`config.mk`:
```
export PLATFORM = sky130hd
export DESIGN_NAME = cpu_reg_mem_xfer
export DESIGN_NICKNAME = d
export VERILOG_FILES = /design/src/rtl/chip8_pkg.sv /design/src/rtl/xfer_lat_pipe.sv /design/src/rtl/cpu_reg_mem_xfer.sv
export SDC_FILE = /design/constraint.sdc
export NUM_CORES = 1
export LEC_CHECK = 0
export ABC_AREA = 1
export CAP_MARGIN = 20
export CELL_PAD_IN_SITES_DETAIL_PLACEMENT = 0
export CELL_PAD_IN_SITES_GLOBAL_PLACEMENT = 1
export CORE_AREA = 2 2 108 110
export CTS_BUF_LIST = sky130_fd_sc_hd__clkbuf_16
export CTS_CLUSTER_DIAMETER = 150
export DETAILED_ROUTE_END_ITERATION = 8
export DIE_AREA = 0 0 110 112
export PLACE_DENSITY = 0.91
export SLEW_MARGIN = 20
export SYNTH_ARGS = -nofsm -noshare
export SYNTH_HDL_FRONTEND = slang
export SYNTH_SLANG_ARGS = --single-unit
```
`constraint.sdc`:
```
create_clock -name clk -period 2.84 [get_ports clk]
set_input_delay 0.852 -clock clk [delete_from_list [all_inputs] [get_ports clk]]
set_output_delay 0.852 -clock clk [all_outputs]
set_load 0.005 [all_outputs]
```
`src/rtl/chip8_pkg.sv`:
```
// Shared CHIP-8 definitions: default widths, transfer direction codes and
// the bulk-transfer engine state encoding.
package chip8_pkg;

    localparam int unsigned CHIP8_DATA_W = 8;
    localparam int unsigned CHIP8_ADDR_W = 12;

    localparam logic XFER_DIR_STORE = 1'b0;
    localparam logic XFER_DIR_LOAD  = 1'b1;

    typedef enum logic [2:0] {
        ST_IDLE     = 3'd0,
        ST_STORE    = 3'd1,
        ST_LD_ISSUE = 3'd2,
        ST_LD_DRAIN = 3'd3,
        ST_FINISH   = 3'd4
    } xfer_state_t;

endpackage

```
`src/rtl/xfer_lat_pipe.sv`:
```
// Fixed-depth valid/index shift register that follows outstanding RAM reads
// so each returning data word can be matched to its destination index.
// Ports:
//   clk, rst_n  clock, async active-low reset
//   i_flush     drop everything in flight (wins over i_vld)
//   i_vld/i_idx read issued this cycle and its destination index
//   o_vld/o_idx entry leaving the pipe, LAT cycles after entry
module xfer_lat_pipe #(
    parameter int unsigned LAT   = 1,
    parameter int unsigned IDX_W = 4
) (
    input  logic             clk,
    input  logic             rst_n,
    input  logic             i_flush,
    input  logic             i_vld,
    input  logic [IDX_W-1:0] i_idx,
    output logic             o_vld,
    output logic [IDX_W-1:0] o_idx
);

    logic             r_vld [LAT];
    logic [IDX_W-1:0] r_idx [LAT];

    always_ff @(posedge clk or negedge rst_n) begin
        if (!rst_n) begin
            for (int i = 0; i < LAT; i++) begin
                r_vld[i] <= 1'b0;
                r_idx[i] <= '0;
            end
        end else if (i_flush) begin
            for (int i = 0; i < LAT; i++) begin
                r_vld[i] <= 1'b0;
            end
        end else begin
            r_vld[0] <= i_vld;
            r_idx[0] <= i_idx;
            for (int i = 1; i < LAT; i++) begin
                r_vld[i] <= r_vld[i-1];
                r_idx[i] <= r_idx[i-1];
            end
        end
    end

    assign o_vld = r_vld[LAT-1];
    assign o_idx = r_idx[LAT-1];

endmodule

```
`src/rtl/cpu_reg_mem_xfer.sv`:
```
// Bulk register-file <-> program-RAM transfer engine (Fx55 / Fx65 family).
// Ports:
//   clk, rst_n                      clock, async active-low reset
//   start, dir, last_reg, base_addr transfer request (latched in IDLE)
//   quirk_inc_i                     report updated I at completion
//   abort                           terminate any transfer in progress
//   busy, done, i_wr, i_new         status and I-register update
//   rd_idx / rd_data                register file read (combinational reply)
//   wr_en, wr_idx, wr_data          register file write
//   ram_en, ram_wr, ram_addr,
//   ram_in, ram_out                 program RAM port (RAM_LAT read latency)
module cpu_reg_mem_xfer
    import chip8_pkg::*;
#(
    parameter int unsigned DATA_W  = CHIP8_DATA_W,
    parameter int unsigned ADDR_W  = CHIP8_ADDR_W,
    parameter int unsigned NREGS   = 16,
    parameter int unsigned RAM_LAT = 1
) (
    input  logic                     clk,
    input  logic                     rst_n,
    input  logic                     start,
    input  logic                     dir,
    input  logic [$clog2(NREGS)-1:0] last_reg,
    input  logic [ADDR_W-1:0]        base_addr,
    input  logic                     quirk_inc_i,
    input  logic                     abort,
    output logic                     busy,
    output logic                     done,
    output logic                     i_wr,
    output logic [ADDR_W-1:0]        i_new,
    output logic [$clog2(NREGS)-1:0] rd_idx,
    input  logic [DATA_W-1:0]        rd_data,
    output logic                     wr_en,
    output logic [$clog2(NREGS)-1:0] wr_idx,
    output logic [DATA_W-1:0]        wr_data,
    output logic                     ram_en,
    output logic                     ram_wr,
    output logic [ADDR_W-1:0]        ram_addr,
    output logic [DATA_W-1:0]        ram_in,
    input  logic [DATA_W-1:0]        ram_out
);

    localparam int unsigned IDX_W = $clog2(NREGS);

    xfer_state_t       r_state;
    logic [IDX_W-1:0]  r_last;
    logic [ADDR_W-1:0] r_base;
    logic              r_quirk;
    logic [IDX_W-1:0]  r_cnt;
    logic [IDX_W-1:0]  r_ld_idx;

    logic              r_busy, r_done, r_i_wr;
    logic [ADDR_W-1:0] r_i_new;
    logic [IDX_W-1:0]  r_rd_idx;
    logic              r_wr_en;
    logic [IDX_W-1:0]  r_wr_idx;
    logic [DATA_W-1:0] r_wr_data;
    logic              r_ram_en, r_ram_wr;
    logic [ADDR_W-1:0] r_ram_addr;
    logic [DATA_W-1:0] r_ram_in;

    logic              w_pipe_vld;
    logic [IDX_W-1:0]  w_pipe_idx;

    // A read enters the tracker while its address is on the RAM port, so the
    // tag emerges exactly in the cycle ram_out carries that word.
    xfer_lat_pipe #(
        .LAT   (RAM_LAT),
        .IDX_W (IDX_W)
    ) u_lat_pipe (
        .clk     (clk),
        .rst_n   (rst_n),
        .i_flush (abort),
        .i_vld   (r_ram_en & ~r_ram_wr),
        .i_idx   (r_ld_idx),
        .o_vld   (w_pipe_vld),
        .o_idx   (w_pipe_idx)
    );

    // Transfer sequencer with registered outputs.
    always_ff @(posedge clk or negedge rst_n) begin
        if (!rst_n) begin
            r_state    <= ST_IDLE;
            r_last     <= '0;
            r_base     <= '0;
            r_quirk    <= 1'b0;
            r_cnt      <= '0;
            r_ld_idx   <= '0;
            r_busy     <= 1'b0;
            r_done     <= 1'b0;
            r_i_wr     <= 1'b0;
            r_i_new    <= '0;
            r_rd_idx   <= '0;
            r_wr_en    <= 1'b0;
            r_wr_idx   <= '0;
            r_wr_data  <= '0;
            r_ram_en   <= 1'b0;
            r_ram_wr   <= 1'b0;
            r_ram_addr <= '0;
            r_ram_in   <= '0;
        end else begin
            r_done  <= 1'b0;
            r_i_wr  <= 1'b0;
            r_wr_en <= w_pipe_vld;
            if (w_pipe_vld) begin
                r_wr_idx  <= w_pipe_idx;
                r_wr_data <= ram_out;
            end

            if (abort) begin
                // Anything already written stays; in-flight reads are dropped.
                r_state  <= ST_IDLE;
                r_busy   <= 1'b0;
                r_ram_en <= 1'b0;
                r_ram_wr <= 1'b0;
                r_wr_en  <= 1'b0;
            end else begin
                case (r_state)
                    ST_IDLE: begin
                        r_ram_en <= 1'b0;
                        r_ram_wr <= 1'b0;
                        r_busy   <= 1'b0;
                        // busy is still high during the done cycle; ignore start then.
                        if (start && !r_busy) begin
                            r_busy  <= 1'b1;
                            r_last  <= last_reg;
                            r_base  <= base_addr;
                            r_quirk <= quirk_inc_i;
                            r_i_new <= base_addr + ADDR_W'(last_reg) + ADDR_W'(1);
                            if (dir == XFER_DIR_STORE) begin
                                r_state  <= ST_STORE;
                                r_cnt    <= '0;
                                r_rd_idx <= '0;
                            end else begin
                                // Address 0 goes out immediately to keep the read pipe full.
                                r_ram_en   <= 1'b1;
                                r_ram_addr <= base_addr;
                                r_ld_idx   <= '0;
                                r_cnt      <= IDX_W'(1);
                                r_state    <= (last_reg == '0) ? ST_LD_DRAIN : ST_LD_ISSUE;
                            end
                        end
                    end

                    ST_STORE: begin
                        r_ram_en   <= 1'b1;
                        r_ram_wr   <= 1'b1;
                        r_ram_addr <= r_base + ADDR_W'(r_cnt);
                        r_ram_in   <= rd_data;
                        if (r_cnt == r_last) begin
                            r_state <= ST_FINISH;
                        end else begin
                            r_cnt    <= r_cnt + IDX_W'(1);
                            r_rd_idx <= r_cnt + IDX_W'(1);
                        end
                    end

                    ST_LD_ISSUE: begin
                        r_ram_en   <= 1'b1;
                        r_ram_wr   <= 1'b0;
                        r_ram_addr <= r_base + ADDR_W'(r_cnt);
                        r_ld_idx   <= r_cnt;
                        if (r_cnt == r_last) begin
                            r_state <= ST_LD_DRAIN;
                        end else begin
                            r_cnt <= r_cnt + IDX_W'(1);
                        end
                    end

                    ST_LD_DRAIN: begin
                        r_ram_en <= 1'b0;
                        // Indices return in issue order, so the last one ends the drain.
                        if (w_pipe_vld && (w_pipe_idx == r_last)) begin
                            r_state <= ST_FINISH;
                        end
                    end

                    ST_FINISH: begin
                        r_ram_en <= 1'b0;
                        r_ram_wr <= 1'b0;
                        r_done   <= 1'b1;
                        r_i_wr   <= r_quirk;
                        r_state  <= ST_IDLE;
                    end

                    default: r_state <= ST_IDLE;
                endcase
            end
        end
    end

    assign busy     = r_busy;
    assign done     = r_done;
    assign i_wr     = r_i_wr;
    assign i_new    = r_i_new;
    assign rd_idx   = r_rd_idx;
    assign wr_en    = r_wr_en;
    assign wr_idx   = r_wr_idx;
    assign wr_data  = r_wr_data;
    assign ram_en   = r_ram_en;
    assign ram_wr   = r_ram_wr;
    assign ram_addr = r_ram_addr;
    assign ram_in   = r_ram_in;

endmodule

```
==> qor.csv, run 1 <==
metric,value,unit
kind of end point of the critical path,flop,
Synth Register Bits,87,
IO buf count,91,
Layout fillers,1112,
clk_skew,9.27,ps
total gr overflow,0,
Detailed Routing Iterations Pass 1,4,
slowest cell on the critical path,clkdlybuf4s50_1,
H-tree levels,3,
crit path DAT,2660,ps
CP Class,input port to flop,
Die W,110,um
final setup vio count,0,
final net count,692,
Post-Syn Nets,596,
cts repair resizes,0,
YS warnings,0,
Initial Util,39.0,%
proportion of layout cells with a drive suffix above 1,6.33,%
placed wire-length estimate,8.34,mm
CTS tree,built,
Vias per Instance,4.94,
DR DRC count,0,
Tmin final,2440,ps
leakage,2.76,nW
"Distinct cells, synth",35,
Root Buffer,clkbuf_16,
wire length of the first global-routing pass,18.5,mm
Routed Antenna Nets,0,
Max Slew Vio Count,0,
Synth Cell Area,4360,um^2
post-synthesis cell count,547,
CP Buf/Inv Count,3,
gr usage total,19.1,%
Max Clk Rate,409,MHz
Diodes inserted,0,
Via Count,3907,
Hold Buf Count CTS,0,
CTS Sinks,87,
Tcrit/Tclk final,86.1,%
synth cell count leaders,"178 x nand2_1, 87 x dfrtp_1, 60 x inv_1",
FP Rows,39,
most common flop cell mapped by yosys,dfrtp_1,
"Seq/Total Area, Yosys",49.9,%
Max clock buf depth,2,
clock-pin slew on the worst setup and hold paths,60,ps
die area,12300,um^2
Die Y,112,um
Top delay family on crit path,buffers and inverters,
Post CTS Setup Buffer Count,0,
post-synthesis async set-or-reset flop share,100,%
CP most frequent cell,nand3_1,
area grow syn2layout,32.1,%
initial DRC count,135,
worst-path cell chain,clkdlybuf4s50_1 -> inv_1 -> ha_1 -> inv_1 -> fa_1 -> nand3_1 -> nand3_1 -> nand4_1 -> o21ai_0 -> nand3_1,
Critical Path RT,3060,ps
initial antenna violation count,0,
cell with the most instances after synthesis,nand2_1,
tightest slew margin relative to the limit,61.3,%
Final Hold Viols,0,
Worst R2R Setup Slack,760,ps
vias in the first global route,3887,
slew at the pin closest to its max-slew limit,581,ps
CTS Buf Count,9,
final WL,11.1,mm
VDD IR max,0.434,mV
post-synth top area cell,dfrtp_1,
total negative slack,0,ps
unrepaired setup endpoints after global routing,false,
DR WL/cell,14.1,um
"Avg Cell Area, Syn",7.98,um^2
max-cap violations,0,
largest net degree at the start of global routing,48,
leading post-synthesis cells by cell area,"dfrtp_1 50%, nand2_1 15%, inv_1 5.2%",
status,"complete, no violations",
number of synthesized flops with an enable pin,0,
Setup crit start kind,input port,
GP Congestion,0.868,
floorplan core area,11200,um^2
CP max FO,5,
Worst Hold Class,flop to flop,
Tot Pwr,5.68,mW
top cell type's share of synthesized area,49.9,%
clock latency on the worst-skew pair,340,ps
Power per Cell Area,985,nW/um^2
boundary pin count,92,
max incr delay on CP,550,ps
layout by cell type, fill, tap and decap left out, types with 2 or more instances in the layout:
cell / count
nor3_1: 5
fa_1: 2
clkinvlp_4: 2
o22ai_1: 4
xnor2_1: 4
nand2_1: 178
nand3b_1: 2
inv_6: 2
nand2_2: 3
o21ai_0: 39
a21oi_1: 20
clkdlybuf4s50_1: 90
clkbuf_16: 9
inv_2: 2
nand3_1: 43
inv_1: 61
nor2_2: 2
mux2_2: 8
nor2_1: 45
buf_12: 3
dfrtp_1: 87
nand4_1: 6
o211ai_1: 3
xor2_1: 2
ha_1: 9
buf_4: 4
state kept, by name (all words and copies together) (netlist names):
signal and flops:
ram_addr 12, r_quirk 1, r_base 12, r_ld_idx 4
done 1, busy 1, rd_idx 4, ram_wr 1
ram_in 8, i_wr 1, ram_en 1, wr_idx 4
i_new 12, u_lat_pipe.o_vld 1, r_cnt 4, r_state 3
wr_en 1, r_last 4, wr_data 8, u_lat_pipe.o_idx 4
per-stage QoR:
step / setup slack (ps) / cell area, um^2 / cells / hold WS, ps / utilization, %
6_report: 396 / 5770 / 791 / 471 / 51.6
3_3_place_gp: 85.9 / 5470 / 775 / 455 / 48.9
5_1_grt: 282 / 5770 / 791 / 502 / 51.6
4_1_cts: 409 / 5770 / 791 / 474 / 51.6
3_5_place_dp: 41.0 / 5470 / 775 / 457 / 48.9
2_1_floorplan: 715 / 4360 / 547 / 441 / -
final timing paths:
| check | cells past startpoint | from | end |
|---|---|---|---|
| setup / recovery | 10 | base_addr[0] | i_new[10] |
| hold / removal | 2 | wr_data[1] | wr_data[1] |
| setup reg to reg | 10 | r_cnt[0] | ram_addr[10] |
| hold reg to reg | 2 | wr_data[1] | wr_data[1] |
| max in group asynchronous | 2 | rst_n | ram_addr[4] |
| min in group asynchronous | 1 | rst_n | ram_en |
logic make-up after synthesis:
kind of cell | count (synthesis) | synth area share (%)
flip-flops | 87 | 49.9
AND/OR/NAND/NOR | 287 | 27.2
AO/OA/AOI/OAI | 72 | 9.12
buffers and inverters | 76 | 7.03
XOR/XNOR | 6 | 1.20
multiplexers | 8 | 2.06
adder cells (fa/ha/maj) | 11 | 3.50
per-layer routing:
metal / up-vias / track usage, % / part of all wire (%)
met4: 0 / 4.89 / 1.0
met5: - / 0 / 0
li1: 1947 / - / -
met3: 8 / 3.86 / 4.7
met2: 105 / 34.0 / 51
met1: 1847 / 23.1 / 43
power breakdown:
group,internal [mW],total (mW),switching [mW]
Sequential,1.74,2.11,0.370
Clock,0.683,1.19,0.510
Combinational,1.16,2.38,1.22
area by class of cell:
| type | count | area [um^2] | area share, % |
|---|---|---|---|
| timing repair buffer | 97 | 991 | 17.2 |
| multi-input combinational | 384 | 1880 | 32.6 |
| tap | 143 | 179 | 3.10 |
| sequential | 87 | 2180 | 37.8 |
| clock inverter | 7 | 71.3 | 1.24 |
| clock buffer | 9 | 225 | 3.91 |
| inverter | 64 | 243 | 4.21 |
worst min-delay path: cells and delay by family (launching register included):
family        cells  cell delay, ps
flops             1             340
simple gates      2             100
Power figures use the tool's default switching activity.
==> inputs of run 2 (changes only) <==
--- a/config.mk
+++ b/config.mk
@@ -15,7 +15,9 @@
 export DETAILED_ROUTE_END_ITERATION = 8
 export DIE_AREA = 0 0 110 112
 export PLACE_DENSITY = 0.91
+export SETUP_SLACK_MARGIN = 0.4
 export SLEW_MARGIN = 20
 export SYNTH_ARGS = -nofsm -noshare
 export SYNTH_HDL_FRONTEND = slang
 export SYNTH_SLANG_ARGS = --single-unit
+export TNS_END_PERCENT = 50
==> qor.csv, run 2 (synthesis results as in run 1) <==
metric,value,unit
status,"complete, no violations",
Initial Util,39.0,%
clk_skew,10.3,ps
Die Y,112,um
Max clock buf depth,2,
max-cap violations,0,
worst-path cell chain,clkdlybuf4s50_1 -> inv_1 -> ha_1 -> inv_1 -> fa_1 -> nand3_1 -> nand3_2 -> nand4_1 -> xnor2_1 -> nand2_1 -> nand2_1,
area grow syn2layout,32.3,%
Critical Path RT,3120,ps
VDD IR max,0.435,mV
slowest cell on the critical path,clkdlybuf4s50_1,
CTS Buf Count,9,
Layout fillers,1110,
IO buf count,91,
fin area,5770,um^2
final net count,692,
final WL,11.1,mm
wire length of the first global-routing pass,18.5,mm
Multi-input gate area,1880,um^2
Die W,110,um
DR WL/cell,14.1,um
CP Buf/Inv Count,3,
Detailed Routing Iterations Pass 1,5,
Diodes inserted,0,
initial DRC count,144,
Worst Hold Class,flop to flop,
die area,12300,um^2
vias in the first global route,3887,
clock latency on the worst-skew pair,340,ps
Power per Cell Area,984,nW/um^2
Post CTS Setup Buffer Count,0,
final setup vio count,0,
Setup crit start kind,input port,
FP Rows,39,
H-tree levels,3,
max incr delay on CP,400,ps
Vias per Instance,4.93,
clock-pin slew on the worst setup and hold paths,70,ps
leakage,2.78,nW
GP Congestion,0.868,
tightest slew margin relative to the limit,61.3,%
Seq. cell area,2180,um^2
most frequent cells in the layout,"178 x nand2_1, 89 x clkdlybuf4s50_1, 87 x dfrtp_1",
Routed Antenna Nets,0,
total gr overflow,0,
floorplan core area,11200,um^2
boundary pin count,92,
Hold Buf Count CTS,0,
cts repair resizes,0,
largest net degree at the start of global routing,48,
Max Slew Vio Count,0,
CP Class,input port to flop,
placed wire-length estimate,8.34,mm
total negative slack,0,ps
"most common cell after layout, fill and taps aside",nand2_1,
Worst R2R Setup Slack,760,ps
Root Buffer,clkbuf_16,
CP max FO,5,
slew at the pin closest to its max-slew limit,581,ps
CTS Sinks,87,
Via Count,3900,
Top delay family on crit path,buffers and inverters,
crit path DAT,2590,ps
DR DRC count,0,
Tmin final,2300,ps
Tcrit/Tclk final,81.0,%
Max Clk Rate,434,MHz
Final Hold Viols,0,
gr usage total,19.1,%
initial antenna violation count,0,
unrepaired setup endpoints after global routing,false,
Post-DP Area,5470,um^2
CTS tree,built,
proportion of layout cells with a drive suffix above 1,6.48,%
kind of end point of the critical path,flop,
## run 2: changes by cell type in the layout (fill, tap and decap cells not counted), sizes merged
cell / before / now
clkdlybuf4s50: 90 / 89
dlymetal6s2s: 0 / 1
## run 2: final cells by class
class	count	share of cell area, %
Sequential cell	87	37.7
Multi-Input combinational cell	384	32.6
Timing Repair Buffer	97	17.2
Inverter	64	4.20
Clock buffer	9	3.90
Tap cell	143	3.10
Clock inverter	7	1.24
## run 2: power by group
| group | total [mW] | switching, mW | internal, mW |
|---|---|---|---|
| Combinational | 2.38 | 1.22 | 1.16 |
| Clock | 1.19 | 0.510 | 0.683 |
| Sequential | 2.10 | 0.368 | 1.74 |
## run 2: per-layer routing
metal  global-route usage [%]  up-vias  wire length, um
met5                        0        -                0
met4                     4.89        0               78
met3                     3.86        8              518
met2                     34.0       99             5740
met1                     23.1     1847             4790
li1                         -     1946                -
## run 2: per-stage QoR
stage / cells / hold slack, ps / utilization, % / setup slack, ps / power, mW
4_1_cts: 791 / 474 / 51.6 / 409 / 5.75
3_5_place_dp: 775 / 457 / 48.9 / 41.0 / 4.53
6_report: 791 / 471 / 51.7 / 538 / 5.68
5_1_grt: 791 / 502 / 51.7 / 406 / 6.15
3_3_place_gp: 775 / 455 / 48.9 / 85.9 / 4.49
2_1_floorplan: 547 / 441 / - / 715 / 3.37
## run 2: path summary, 6_finish.rpt
check	end	depth (start not counted)	from
max in group asynchronous	ram_addr[4]	2	rst_n
max reg2reg	ram_addr[10]	10	r_cnt[0]
min in group asynchronous	ram_en	1	rst_n
max	i_new[8]	11	last_reg[0]
min	wr_data[1]	2	wr_data[1]
min reg2reg	wr_data[1]	2	wr_data[1]
## run 2: worst register-to-register path, cell delays in order (launching register included)
cell	delay (ps)
dfrtp_1	440
ha_1	240
inv_1	70
fa_1	400
nand3b_1	180
nand2_1	160
nand2_1	110
o21ai_0	160
nand3_1	90
nand2_1	70
nand2_1	50
